===== src/rtl/replica_pkg.sv =====
// ---------------------------------------------------------------------------
// replica_pkg
// Shared types and constants for the replica annealing control path.
//   opt_command_t : move type applied to the nodes during one iteration
//   opt_mode_t    : how the move type is chosen across a batch
//   run_state_t   : run_control sequencing states
//   CYCLE_LEN_DEFAULT : clocks per annealing iteration (node cycle 0..100)
//   next_command() : move type selection for the next iteration
// ---------------------------------------------------------------------------
package replica_pkg;

   localparam int CYCLE_LEN_DEFAULT = 101;

   typedef enum logic {
      OR1 = 1'b0,
      TWO = 1'b1
   } opt_command_t;

   typedef enum logic [1:0] {
      OR1_ONLY  = 2'd0,
      TWO_ONLY  = 2'd1,
      ALTERNATE = 2'd2,
      RANDOM    = 2'd3
   } opt_mode_t;

   typedef enum logic [1:0] {
      ST_IDLE  = 2'd0,
      ST_ISSUE = 2'd1,
      ST_WAIT  = 2'd2,
      ST_FIN   = 2'd3
   } run_state_t;

   // Move type for the next iteration. 'first' marks the first iteration of a
   // batch so ALTERNATE always opens with OR1 regardless of the previous batch.
   function automatic opt_command_t next_command(input opt_mode_t    mode,
                                                 input logic         first,
                                                 input opt_command_t prev,
                                                 input logic         rnd);
      opt_command_t cmd;
      cmd = OR1;
      case (mode)
         OR1_ONLY:  cmd = OR1;
         TWO_ONLY:  cmd = TWO;
         ALTERNATE: cmd = (first || prev == TWO) ? OR1 : TWO;
         default:   cmd = rnd ? TWO : OR1;
      endcase
      return cmd;
   endfunction

endpackage


===== src/rtl/run_control.sv =====
// ---------------------------------------------------------------------------
// run_control
// Batch sequencer for the annealing node array. On an accepted start it issues
// iter_num one-cycle run pulses spaced exactly CYCLE_LEN clocks apart, selects
// the move type for each iteration, and pulses done at the end of the batch.
// A stop request ends the batch after the iteration in progress completes.
//
// Ports
//   clk          in   clock, all logic on posedge
//   reset        in   synchronous reset, active low
//   start        in   one-cycle batch request (accepted only when idle)
//   stop         in   one-cycle early-termination request (ignored when idle)
//   iter_num     in   iterations per batch, sampled on accepted start
//   opt_mode     in   move-type selection mode, sampled on accepted start
//   rand_bit     in   random bit for RANDOM mode
//   run          out  one-cycle pulse starting one node iteration
//   opt_command  out  move type for the current iteration
//   busy         out  high from accepted start through the done cycle
//   done         out  one-cycle pulse at batch end
//   iter_cnt     out  iterations issued in the current or last batch
// ---------------------------------------------------------------------------
module run_control
   import replica_pkg::*;
#(
   parameter int ITER_W    = 24,
   parameter int CYCLE_LEN = CYCLE_LEN_DEFAULT   // must be at least 2
) (
   input  logic              clk,
   input  logic              reset,
   input  logic              start,
   input  logic              stop,
   input  logic [ITER_W-1:0] iter_num,
   input  opt_mode_t         opt_mode,
   input  logic              rand_bit,
   output logic              run,
   output opt_command_t      opt_command,
   output logic              busy,
   output logic              done,
   output logic [ITER_W-1:0] iter_cnt
);

   localparam int CNT_W = $clog2(CYCLE_LEN);
   // WAIT lasts CYCLE_LEN-1 cycles (count 0..CYCLE_LEN-2); together with the
   // single ISSUE cycle that spaces run pulses exactly CYCLE_LEN clocks apart.
   localparam logic [CNT_W-1:0] WAIT_LAST = CNT_W'(CYCLE_LEN - 2);

   run_state_t        state;
   logic [CNT_W-1:0]  wait_cnt;
   logic [ITER_W-1:0] iter_num_q;
   opt_mode_t         opt_mode_q;
   logic              stop_flag;

   // All outputs are registered: run, opt_command and iter_cnt are loaded on
   // the edge that enters ISSUE, so they are all valid in the ISSUE cycle.
   always_ff @(posedge clk) begin
      if (!reset) begin
         state       <= ST_IDLE;
         run         <= 1'b0;
         done        <= 1'b0;
         busy        <= 1'b0;
         iter_cnt    <= '0;
         opt_command <= OR1;
         stop_flag   <= 1'b0;
         wait_cnt    <= '0;
         iter_num_q  <= '0;
         opt_mode_q  <= OR1_ONLY;
      end else begin
         // NOTE: non-blocking assignments throughout; a later assignment to the
         // same register in this block (e.g. stop_flag in ST_FIN) overrides the
         // default set here.
         run  <= 1'b0;
         done <= 1'b0;
         if (busy && stop) begin
            stop_flag <= 1'b1;
         end

         case (state)
            ST_IDLE: begin
               if (start) begin
                  iter_num_q <= iter_num;
                  opt_mode_q <= opt_mode;
                  busy       <= 1'b1;
                  stop_flag  <= 1'b0;
                  wait_cnt   <= '0;
                  if (iter_num != '0) begin
                     state       <= ST_ISSUE;
                     run         <= 1'b1;
                     iter_cnt    <= ITER_W'(1);
                     opt_command <= next_command(opt_mode, 1'b1, opt_command, rand_bit);
                  end else begin
                     state    <= ST_FIN;
                     done     <= 1'b1;
                     iter_cnt <= '0;
                  end
               end
            end

            ST_ISSUE: begin
               state    <= ST_WAIT;
               wait_cnt <= '0;
            end

            ST_WAIT: begin
               if (wait_cnt == WAIT_LAST) begin
                  // A stop arriving in the last WAIT cycle still ends the batch.
                  if (iter_cnt < iter_num_q && !stop_flag && !stop) begin
                     state       <= ST_ISSUE;
                     run         <= 1'b1;
                     iter_cnt    <= iter_cnt + 1'b1;
                     opt_command <= next_command(opt_mode_q, 1'b0, opt_command, rand_bit);
                  end else begin
                     state <= ST_FIN;
                     done  <= 1'b1;
                  end
               end else begin
                  wait_cnt <= wait_cnt + 1'b1;
               end
            end

            ST_FIN: begin
               // busy falls on the same edge that ends the done pulse.
               state     <= ST_IDLE;
               busy      <= 1'b0;
               stop_flag <= 1'b0;
            end

            default: state <= ST_IDLE;
         endcase
      end
   end

endmodule


===== config.mk =====
export PLATFORM = sky130hd
export DESIGN_NAME = run_control
export DESIGN_NICKNAME = d
export VERILOG_FILES = /design/src/rtl/replica_pkg.sv /design/src/rtl/run_control.sv
export SDC_FILE = /design/constraint.sdc
export NUM_CORES = 1
export LEC_CHECK = 0
export ABC_AREA = 1
export BUFFER_PORTS_ARGS = -buffer_cell sky130_fd_sc_hd__buf_2
export CAP_MARGIN = 20
export CORE_UTILIZATION = 30
export DETAILED_ROUTE_END_ITERATION = 10
export PLACE_DENSITY = 0.6
export SLEW_MARGIN = 5
export SYNTH_ARGS = -nofsm -noshare
export SYNTH_HDL_FRONTEND = slang
export SYNTH_SLANG_ARGS = --single-unit

===== constraint.sdc =====
create_clock -name clk -period 3.95 [get_ports clk]
set_clock_uncertainty 0.2 [all_clocks]
set_input_delay 0.5925 -clock clk [delete_from_list [all_inputs] [get_ports clk]]
set_output_delay 0.5925 -clock clk [all_outputs]
set_load 0.01 [all_outputs]

; Yosys cells after proc, flatten, opt, wreduce, memory -nomap -nowiden
; Cells that the tools add are included.
[totals]
reg_bits = 64
in_bits = 31
out_inout_bits = 28
[op_classes]
add_sub_neg = 2
magnitude_cmp = 1
n_eq_ne = 13
mux = 37
n_reduce_logical = 19
[op_table]
columns = op, count
row1 = 24-bit 2-to-1 mux, 3
row2 = 24-bit one-hot mux with 2 select lines, 1
row3 = "24-bit by 1-bit adder with 24-bit output, second input constant", 1
row4 = 24-bit < comparator, 1
row5 = 24-bit nonzero test, 1
row6 = 7-bit one-hot mux with 3 select lines, 1
row7 = 1-bit 2-to-1 mux, 18
row8 = 7-bit 2-to-1 mux, 2
row9 = 1-bit one-hot mux with 2 select lines, 6
row10 = "2-bit inequality test, second input constant", 5
row11 = "2-bit == test, second input constant", 4
row12 = 2-bit 2-to-1 mux, 4
row13 = 2-bit one-hot mux with 4 select lines, 1
row14 = "7-bit by 1-bit adder with 7-bit output, second input constant", 1
row15 = "7-bit == test, second input constant", 1
row16 = "2-bit by 1-bit == test with 1-bit output, second input constant", 3
row17 = 2-bit logical NOT, 3
row18 = 2-bit AND reduction, 3
row19 = 5-bit AND reduction, 1
row20 = 4-bit AND reduction, 1
row21 = 2-bit nonzero test, 2
row22 = 1-bit logical AND, 3
row23 = 1-bit one-hot mux with 3 select lines, 1
row24 = 3-bit AND reduction, 1
row25 = 3 further kinds, 4

; Logic depth before layout (Yosys ltp)
; Gate-level depths: netlist of the first run.
[logic_depth]
ltp_word = 6
depth_mapped = 15
depth_no_buf = 15

; Least setup slack after synthesis of the first run
; Ideal clock, no wire load.
[synth_path]
path_kind = reg2reg
start = register iter_cnt[0]
end = register iter_cnt[12]
setup_ps = 116
arrival_ps = 1771
required_time_ps = 3634
path_slack_ps = 1863
path_stages_with_launch = 11
path_buffers = 0
path_cell_list = dfxtp_1 ha_1 nand4_1 nor2_1 nand2_1 nor2_1 nand3_1 o21ai_0 nor2_1 o21ai_0 nor2_1
[synth_between]
elab_chain_len = 5
[synth_lines]
columns = element, line_no
row1 = "start, declared", run_control.sv:39  ; output logic [ITER_W-1:0] iter_cnt
row2 = "start signal, assigned", run_control.sv:109  ; iter_cnt <= iter_cnt + 1'b1;
row3 = 24-bit < comparator, run_control.sv:106  ; if (iter_cnt < iter_num_q && !stop_flag && !stop) begin
row4 = 1-bit logical AND (2 in a row), run_control.sv:106
row5 = 2-bit inequality test (no line), -
row6 = 4-bit AND reduction (no line), -
; Parallel ways exist; a longest one is shown, timed or not. The select of a mux whose other input is x is not followed.
; A chain may end at the register's enable or synchronous reset.

; Worst setup path after layout of the first run
[layout_path]
start = register state[0]
end = register iter_cnt[3]
[layout_between]
elab_chain_len = 3
[layout_lines]
columns = element, line_no
row1 = "start, declared", run_control.sv:47  ; run_state_t state;
row2 = "start signal, assigned", run_control.sv:57  ; state <= ST_IDLE;
row3 = "start signal, assigned", run_control.sv:86  ; state <= ST_ISSUE;
row4 = "start signal, assigned", run_control.sv:91  ; state <= ST_FIN;
row5 = 2-bit == test / 2-bit logical NOT (equally long branches), run_control.sv:77  ; case (state)
row6 = 2-bit inequality test (no line) / 2-bit nonzero test (equally long branches), -
row7 = 4-bit AND reduction (no line), -
; Parallel ways exist; a longest one is shown, timed or not.

==> summary.md, run 1 <==
| Metric | Value |
|---|---|
| Status | `completed` |
| Initial Util | `0.307` |
| Antenna violations before repair | `0` |
| Reg power frac | `0.338` |
| Most common cell in the netlist | `nand2_1` |
| Gate power share | `0.323` |
| Yosys top cell area share | `0.331` |
| Sum Neg Setup Slack | `0 ps` |
| Post_cts resized | `0` |
| Wire length per cell | `12.5 um` |
| DP HPWL | `7540 um` |
| CTS Buf Count | `9` |
| Internal power | `1670 uW` |
| Leakage | `0.00199 uW` |
| Setup crit end kind | `flip-flop` |
| Post-synthesis mux area share | `0` |
| Postcts setup bufs | `0` |
| Critical Path Source | `state[0]$_SDFFE_PN0P_` |
| Switching share of total power | `0.362` |
| Via density | `4.58` |
| Max_cap viols | `0` |
| # diodes | `0` |
| Peak supply drop | `0.219 mV` |
| CP arrival | `2720 ps` |
| Via count | `3750` |
| GRT overflow | `0` |
| Die height | `116 um` |
| Simple-gate area share of the yosys netlist | `0.312` |
| Max Fanout on Critical Path | `20` |
| H-tree levels | `3` |
| Final instance area | `4620 um^2` |
| Hold Vio Cnt, Final | `0` |
| Fin cells | `818` |
| First-pass DRT Iterations | `5` |
| Synth unique cells | `30` |
| Die footprint | `13400 um^2` |
| Switching pwr | `946 uW` |
| Routed WL | `10200 um` |
| Placed cell areas | `4290 um^2` |
| Site Rows | `41` |
| Area growth from synthesis to layout | `19.3%` |
| Register area share after synthesis | `0.331` |
| Total core area | `12600 um^2` |
| Clock transition at the registers of the reported paths | `50 ps` |
| Net Count, Synth | `648` |
| Hold WC Path Type | `reg2reg` |
| XOR/XNOR share of the synthesized area | `0.0158` |
| TritonCTS Sinks | `64` |
| CTS tree | `yes` |
| Cell Area, Synth | `3870 um^2` |
| Clock network fraction of design power | `0.339` |
| Final antenna-violating net count | `0` |
| R2R setup slack | `1250 ps` |
| Hold path startpoint | `iter_num_q[13]$_SDFFE_PN0P_` |
| Reg area | `1280 um^2` |
| Post-synth EDFFs | `0` |
| Crit path time final | `2700 ps` |
| Reg2Reg Depth | `9` |
| Largest family of logic cells by synthesized area | `simple AND/OR/NAND/NOR gates` |
| Slew Viols, Final | `0` |
| R2r endpoint | `iter_cnt[3]$_SDFFE_PN0P_` |
| # DRC | `0` |
| Gate Count Post-Synth | `589` |
| Area leader, netlist | `dfxtp_1` |
| FILL cells | `1418` |
| Footprint of the multi-input gates | `2210 um^2` |
| Cells taking the most area after synthesis | `dfxtp_1 (33%), nand2_1 (13%), ha_1 (9.0%), a21oi_1 (8.1%), nor2_1 (7.8%)` |
| WP data required | `3970 ps` |
| Commonest cells in the synthesized netlist | `nand2_1 (131), nor2_1 (81), inv_1 (73), dfxtp_1 (64), a21oi_1 (63)` |
| Final period util | `0.684` |
| Port Buffer Count | `58` |
| Ys flop type | `dfxtp_1` |
| Max_slew headroom | `0.381` |
| Fraction of layout instances using a drive strength above 1 | `0.132` |
| Largest net degree at the start of global routing | `44` |
| # setup viols final | `0` |
| RSZ-0062 raised after global routing | `no` |
| PwrDens | `565 nW/um^2` |
| Vias in the first global route | `3540` |
| Routability Congestion | `0.871` |
| Initial DRC count | `205` |
| Die Width | `116 um` |
| Total Routing Usage GR | `0.166` |
| CP startpoint kind | `flip-flop` |
| Hold_buf cts | `0` |
| Placed Instances | `802` |
| Measured slew at the worst slew-check pin | `927 ps` |
| Worst skew pair latency | `340 ps` |
| Max Buffers Root-to-Sink | `2` |
| Synth Area in Compound Gates | `0.152` |
| Layout Nets | `700` |
| RR Startpoint | `state[0]$_SDFFE_PN0P_` |
| Achievable Freq | `370 MHz` |
| Ports | `59` |
| Asr flop ratio synth | `0` |
| Root buf cell | `clkbuf_16` |
| Setup CP Type | `reg2reg` |
| Hold Path Depth | `2` |
| Synth Warn # | `0` |
| #FFs+latches synth | `64` |
| Worst Hold End | `iter_num_q[13]$_SDFFE_PN0P_` |
| Global-route wire length before repair | `17300 um` |
| Synthesized area per cell | `6.58 um^2` |
| Adder-cell share of the synthesized area | `0.0904` |
[registers in the layout (all words and copies together), names as in the netlist]
signal,cells
opt_mode_q,2
stop_flag,1
run,1
wait_cnt,7
iter_num_q,24
done,1
iter_cnt,24
opt_command,1
state,2
busy,1
[layer usage]
| metal | vias up | global-route usage | part of all wire |
|---|---|---|---|
| li1 | 2010 | - | - |
| met2 | 85 | 0.263 | 0.44 |
| met5 | - | 0 | 0 |
| met4 | 0 | 0.0726 | 0.020 |
| met3 | 14 | 0.0366 | 0.052 |
| met1 | 1641 | 0.218 | 0.48 |
[power groups by stage]
| stage | clock network [uW] | logic, uW | registers [uW] |
|---|---|---|---|
| floorplan | 0 | 641 | 887 |
| global placement | 0 | 842 | 899 |
| detailed placement | 0 | 848 | 898 |
| CTS | 903 | 855 | 886 |
| global route | 935 | 994 | 903 |
| finish | 886 | 842 | 883 |
[cell usage in the layout (no fill, tap or decap), drive strengths merged]
master and n:
or2 1, o22ai 1, nor2 82, bufinv 2
o21bai 2, nand4 5, a21oi 65, dfxtp 64
o21ai 42, inv 74, xnor2 3, xor2 4
nor4 1, buf 60, nor3b 2, nand3 47
o21a 1, nand2 134, nor3 12, a31oi 2
ha 28, clkbuf 14
[area by class of cell]
type	count	area share
clock inverter	2	0.0130
tap	172	0.0465
inverter	74	0.0601
multi-input combinational	432	0.478
clock buffer	14	0.0593
sequential	64	0.277
timing repair buffer	60	0.0660
[worst max path at each step]
stage                           endpoint  cells past startpoint  slack (ps)
6_report        iter_cnt[3]$_SDFFE_PN0P_                      9        1250
3_5_place_dp    iter_cnt[3]$_SDFFE_PN0P_                      9        1240
2_1_floorplan  iter_cnt[12]$_SDFFE_PN0P_                     10        1860
5_1_grt         opt_command$_SDFFE_PN0P_                     10         910
4_1_cts         opt_command$_SDFFE_PN0P_                      9        1220
3_3_place_gp    opt_command$_SDFFE_PN0P_                     10        1310
[worst max-delay path, stage by stage, from the launching register on]
cell	delay, ps
dfxtp_1	330
inv_1	80
ha_1	410
inv_1	580
o21ai_2	180
nor2_4	280
buf_4	290
nand3_1	110
nand2_1	80
a21oi_1	40
[per-stage QoR]
stage                      util  power, uW  hold slack, ps  worst slack, ps
after floorplan               -       1530             233             1860
after global placement    0.340       1740             246             1310
after detailed placement  0.340       1750             252             1240
after CTS                 0.366       2640             261             1220
after global routing      0.366       2830             273              910
final                     0.366       2610             255             1250
[cells by family (layout without fill, tap and decap cells)]
kind of cell,Yosys count,after routing
AND/OR/NAND/NOR,284,284
AO/OA/AOI/OAI,113,113
buffers and inverters,93,150
flip-flops,64,64
adder cells (fa/ha/maj),28,28
XOR/XNOR,7,7
No activity file was read; power rests on OpenSTA's default activity.
==> run 2, diff against run 1 <==
- ABC_AREA: 1 -> 0
- clock period: 3.95 -> 2.7 ns (I/O delays scaled with it)
==> run 2 against run 1 <==
Critical path depth is 1 higher. First-iteration DRC count is 16% lower. Routed wire length is 2.2% higher. Worst hold slack worse by 110 ps. Register-to-register slack worse by 1100 ps. Maximum frequency is 4.5% higher. Sequential power is 28% higher. Final area is 3.6% higher. Critical path type unchanged. Largest cell class unchanged. Highest routed layer unchanged.
==> summary.md, run 2 <==
| Metric | Value |
|---|---|
| Wire length per cell | `14.3 um` |
| Largest net degree at the start of global routing | `37` |
| Crit path time final | `2590 ps` |
| Synth Warn # | `0` |
| Global-route wire length before repair | `17100 um` |
| Antenna violations before repair | `0` |
| Setup CP Type | `reg2reg` |
| Initial DRC count | `173` |
| Gate Count Post-Synth | `474` |
| Internal power | `2040 uW` |
| Measured slew at the worst slew-check pin | `581 ps` |
| TritonCTS Sinks | `64` |
| Fraction of layout instances using a drive strength above 1 | `0.221` |
| Area growth from synthesis to layout | `25.1%` |
| Hold WC Path Type | `in2reg` |
| Cell Area, Synth | `3830 um^2` |
| Final hold slack | `146 ps` |
| CP arrival | `2630 ps` |
| PwrDens | `646 nW/um^2` |
| Die footprint | `13200 um^2` |
| # setup viols final | `0` |
| Hold path startpoint | `iter_num[1]` |
| Die Width | `115 um` |
| Register area share after synthesis | `0.335` |
| #FFs+latches synth | `64` |
| Hold Path Depth | `3` |
| Placed cell areas | `4500 um^2` |
| Layout Nets | `620` |
| Reg2Reg Depth | `10` |
| Synthesized area per cell | `8.08 um^2` |
| RR Startpoint | `iter_num_q[21]$_SDFFE_PN0P_` |
| H-tree levels | `3` |
| Cells taking the most area after synthesis | `dfxtp_1 (33%), nand2_1 (9.2%), ha_1 (9.2%), a21boi_0 (5.3%), mux2i_1 (4.4%)` |
| Max_cap viols | `0` |
| Net Count, Synth | `533` |
| Most common cell after layout, fill and taps aside | `nand2_1` |
| Total Routing Usage GR | `0.167` |
| Final instance area | `4790 um^2` |
| Achievable Freq | `387 MHz` |
| Area leader, netlist | `dfxtp_1` |
| Routed WL | `10500 um` |
| Worst Hold End | `iter_num_q[1]$_SDFFE_PN0P_` |
| Die height | `115 um` |
| Synth unique cells | `66` |
| Ys flop type | `dfxtp_1` |
| CP startpoint kind | `flip-flop` |
| Max_slew headroom | `0.612` |
| Worst path bufs/invs | `3` |
| Site Rows | `40` |
| Slowest CP cell | `a2111oi_4` |
| Setup crit end kind | `flip-flop` |
| WP data required | `2750 ps` |
| Routability Congestion | `0.883` |
| Most common cell in the netlist | `nand2_1` |
| Via density | `4.92` |
| Gate power share | `0.313` |
| Commonest cells in the synthesized netlist | `nand2_1 (94), dfxtp_1 (64), inv_1 (31), ha_1 (28), a21boi_0 (27)` |
| Ports | `59` |
| Switching pwr | `1060 uW` |
| Fin cells | `733` |
| Commonest non-fill, non-tap cells in the layout | `nand2_1 (93), dfxtp_1 (64), buf_2 (58)` |
| Utilization after layout | `0.392` |
| Cell chain of the critical path | `inv_1 > ha_1 > nand4_1 > nor2_1 > a2111oi_4 > buf_4 > nand3_2 > buf_4 > nor4b_2 > mux2i_1` |
| Final antenna-violating net count | `0` |
| Initial Util | `0.314` |
| Crit path top cell by count | `buf_4` |
| CTS tree | `yes` |
| Final period util | `0.958` |
| Hold Vio Cnt, Final | `0` |
| Via count | `3603` |
| R2r endpoint | `iter_cnt[5]$_SDFFE_PN0P_` |
| Yosys top cell area share | `0.335` |
| DP HPWL | `8060 um` |
| Asr flop ratio synth | `0` |
| Biggest regs | `iter_cnt (24), iter_num_q (24), wait_cnt (7)` |
| Clock network fraction of design power | `0.321` |
| Reg power frac | `0.366` |
| CP top delay family | `simple AND/OR/NAND/NOR gates` |
| Clock transition at the registers of the reported paths | `50 ps` |
| Status | `completed` |
| Leakage | `0.00190 uW` |
| CP max stage delay | `410 ps` |
| Max Buffers Root-to-Sink | `2` |
| Worst skew pair latency | `320 ps` |
| # DRC | `0` |
| Slew Viols, Final | `0` |
| Total core area | `12200 um^2` |
| Post-synth EDFFs | `0` |
| R2R setup slack | `110 ps` |
| GRT overflow | `0` |
| Switching share of total power | `0.342` |
| CTS Buf Count | `9` |
| Vias in the first global route | `3410` |
| Max Fanout on Critical Path | `7` |
| Port Buffer Count | `58` |
| First-pass DRT Iterations | `4` |
| Placed Instances | `717` |
| Root buf cell | `clkbuf_16` |
| Peak supply drop | `0.269 mV` |
| # diodes | `0` |
-- run 2: power groups by stage --
stage                     combinational (uW)  sequential [uW]  clock, uW
after floorplan                          684             1140          0
after global placement                   942             1150          0
after detailed placement                 957             1150          0
after CTS                                965             1130       1020
after global routing                    1090             1150       1060
final                                    969             1130        994
-- run 2: timing repair --
item,in CTS,in global routing
endpoints found under the setup margin,0,9
gates resized for setup,0,7
setup buffers,0,1
hold buffers,0,0
-- run 2: area by class of cell --
cell class                      instances  area, um^2
Fill cell                            1277        7420
Multi-Input combinational cell        358        2340
Sequential cell                        64        1280
Timing Repair Buffer                   96         588
Clock buffer                           14         244
Tap cell                              168         210
Inverter                               32         120
Clock inverter                          1        5.00
-- run 2: worst max-delay path by stage --
stage / start / slack, ps / cells after the start / endpoint
2_1_floorplan: iter_cnt[15]$_SDFFE_PN0P_ / 180 / 8 / iter_cnt[12]$_SDFFE_PN0P_
3_3_place_gp: iter_num_q[15]$_SDFFE_PN0P_ / 150 / 8 / iter_cnt[6]$_SDFFE_PN0P_
3_5_place_dp: iter_num_q[15]$_SDFFE_PN0P_ / 50 / 8 / iter_cnt[6]$_SDFFE_PN0P_
4_1_cts: iter_num_q[15]$_SDFFE_PN0P_ / 30 / 8 / iter_cnt[6]$_SDFFE_PN0P_
5_1_grt: iter_num_q[20]$_SDFFE_PN0P_ / -10 / 10 / iter_cnt[5]$_SDFFE_PN0P_
6_report: iter_num_q[21]$_SDFFE_PN0P_ / 110 / 10 / iter_cnt[5]$_SDFFE_PN0P_
-- run 2: worst min-delay path: cells and delay by family --
kind,cells,cell delay (ps)
buffers and inverters,1,110
AO/OA/AOI/OAI,1,60
AND/OR/NAND/NOR,1,50
-- run 2: stage by stage --
stage,TNS (ps),power [uW],setup WS (ps)
4_1_cts,0,3120,31.7
3_5_place_dp,0,2110,50.0
6_report,0,3100,114
5_1_grt,-33.5,3300,-13.3
2_1_floorplan,0,1830,179
3_3_place_gp,0,2090,152
-- run 2: cells by family after synthesis --
logic type | count (synthesis) | synth area share
AOI/OAI and AO/OA | 90 | 0.170
xor gates and xnor gates | 4 | 0.00915
adders and majority gates | 28 | 0.0915
muxes | 17 | 0.0444
buffers and inverters | 52 | 0.0621
and+or+nand+nor | 219 | 0.289
DFF | 64 | 0.335
-- run 2: routing by layer --
layer	track usage	up-vias	share of wire
li1	-	1862	-
met1	0.226	1652	0.49
met2	0.263	79	0.45
met3	0.0348	10	0.037
met4	0.0589	0	0.016
met5	0	-	0
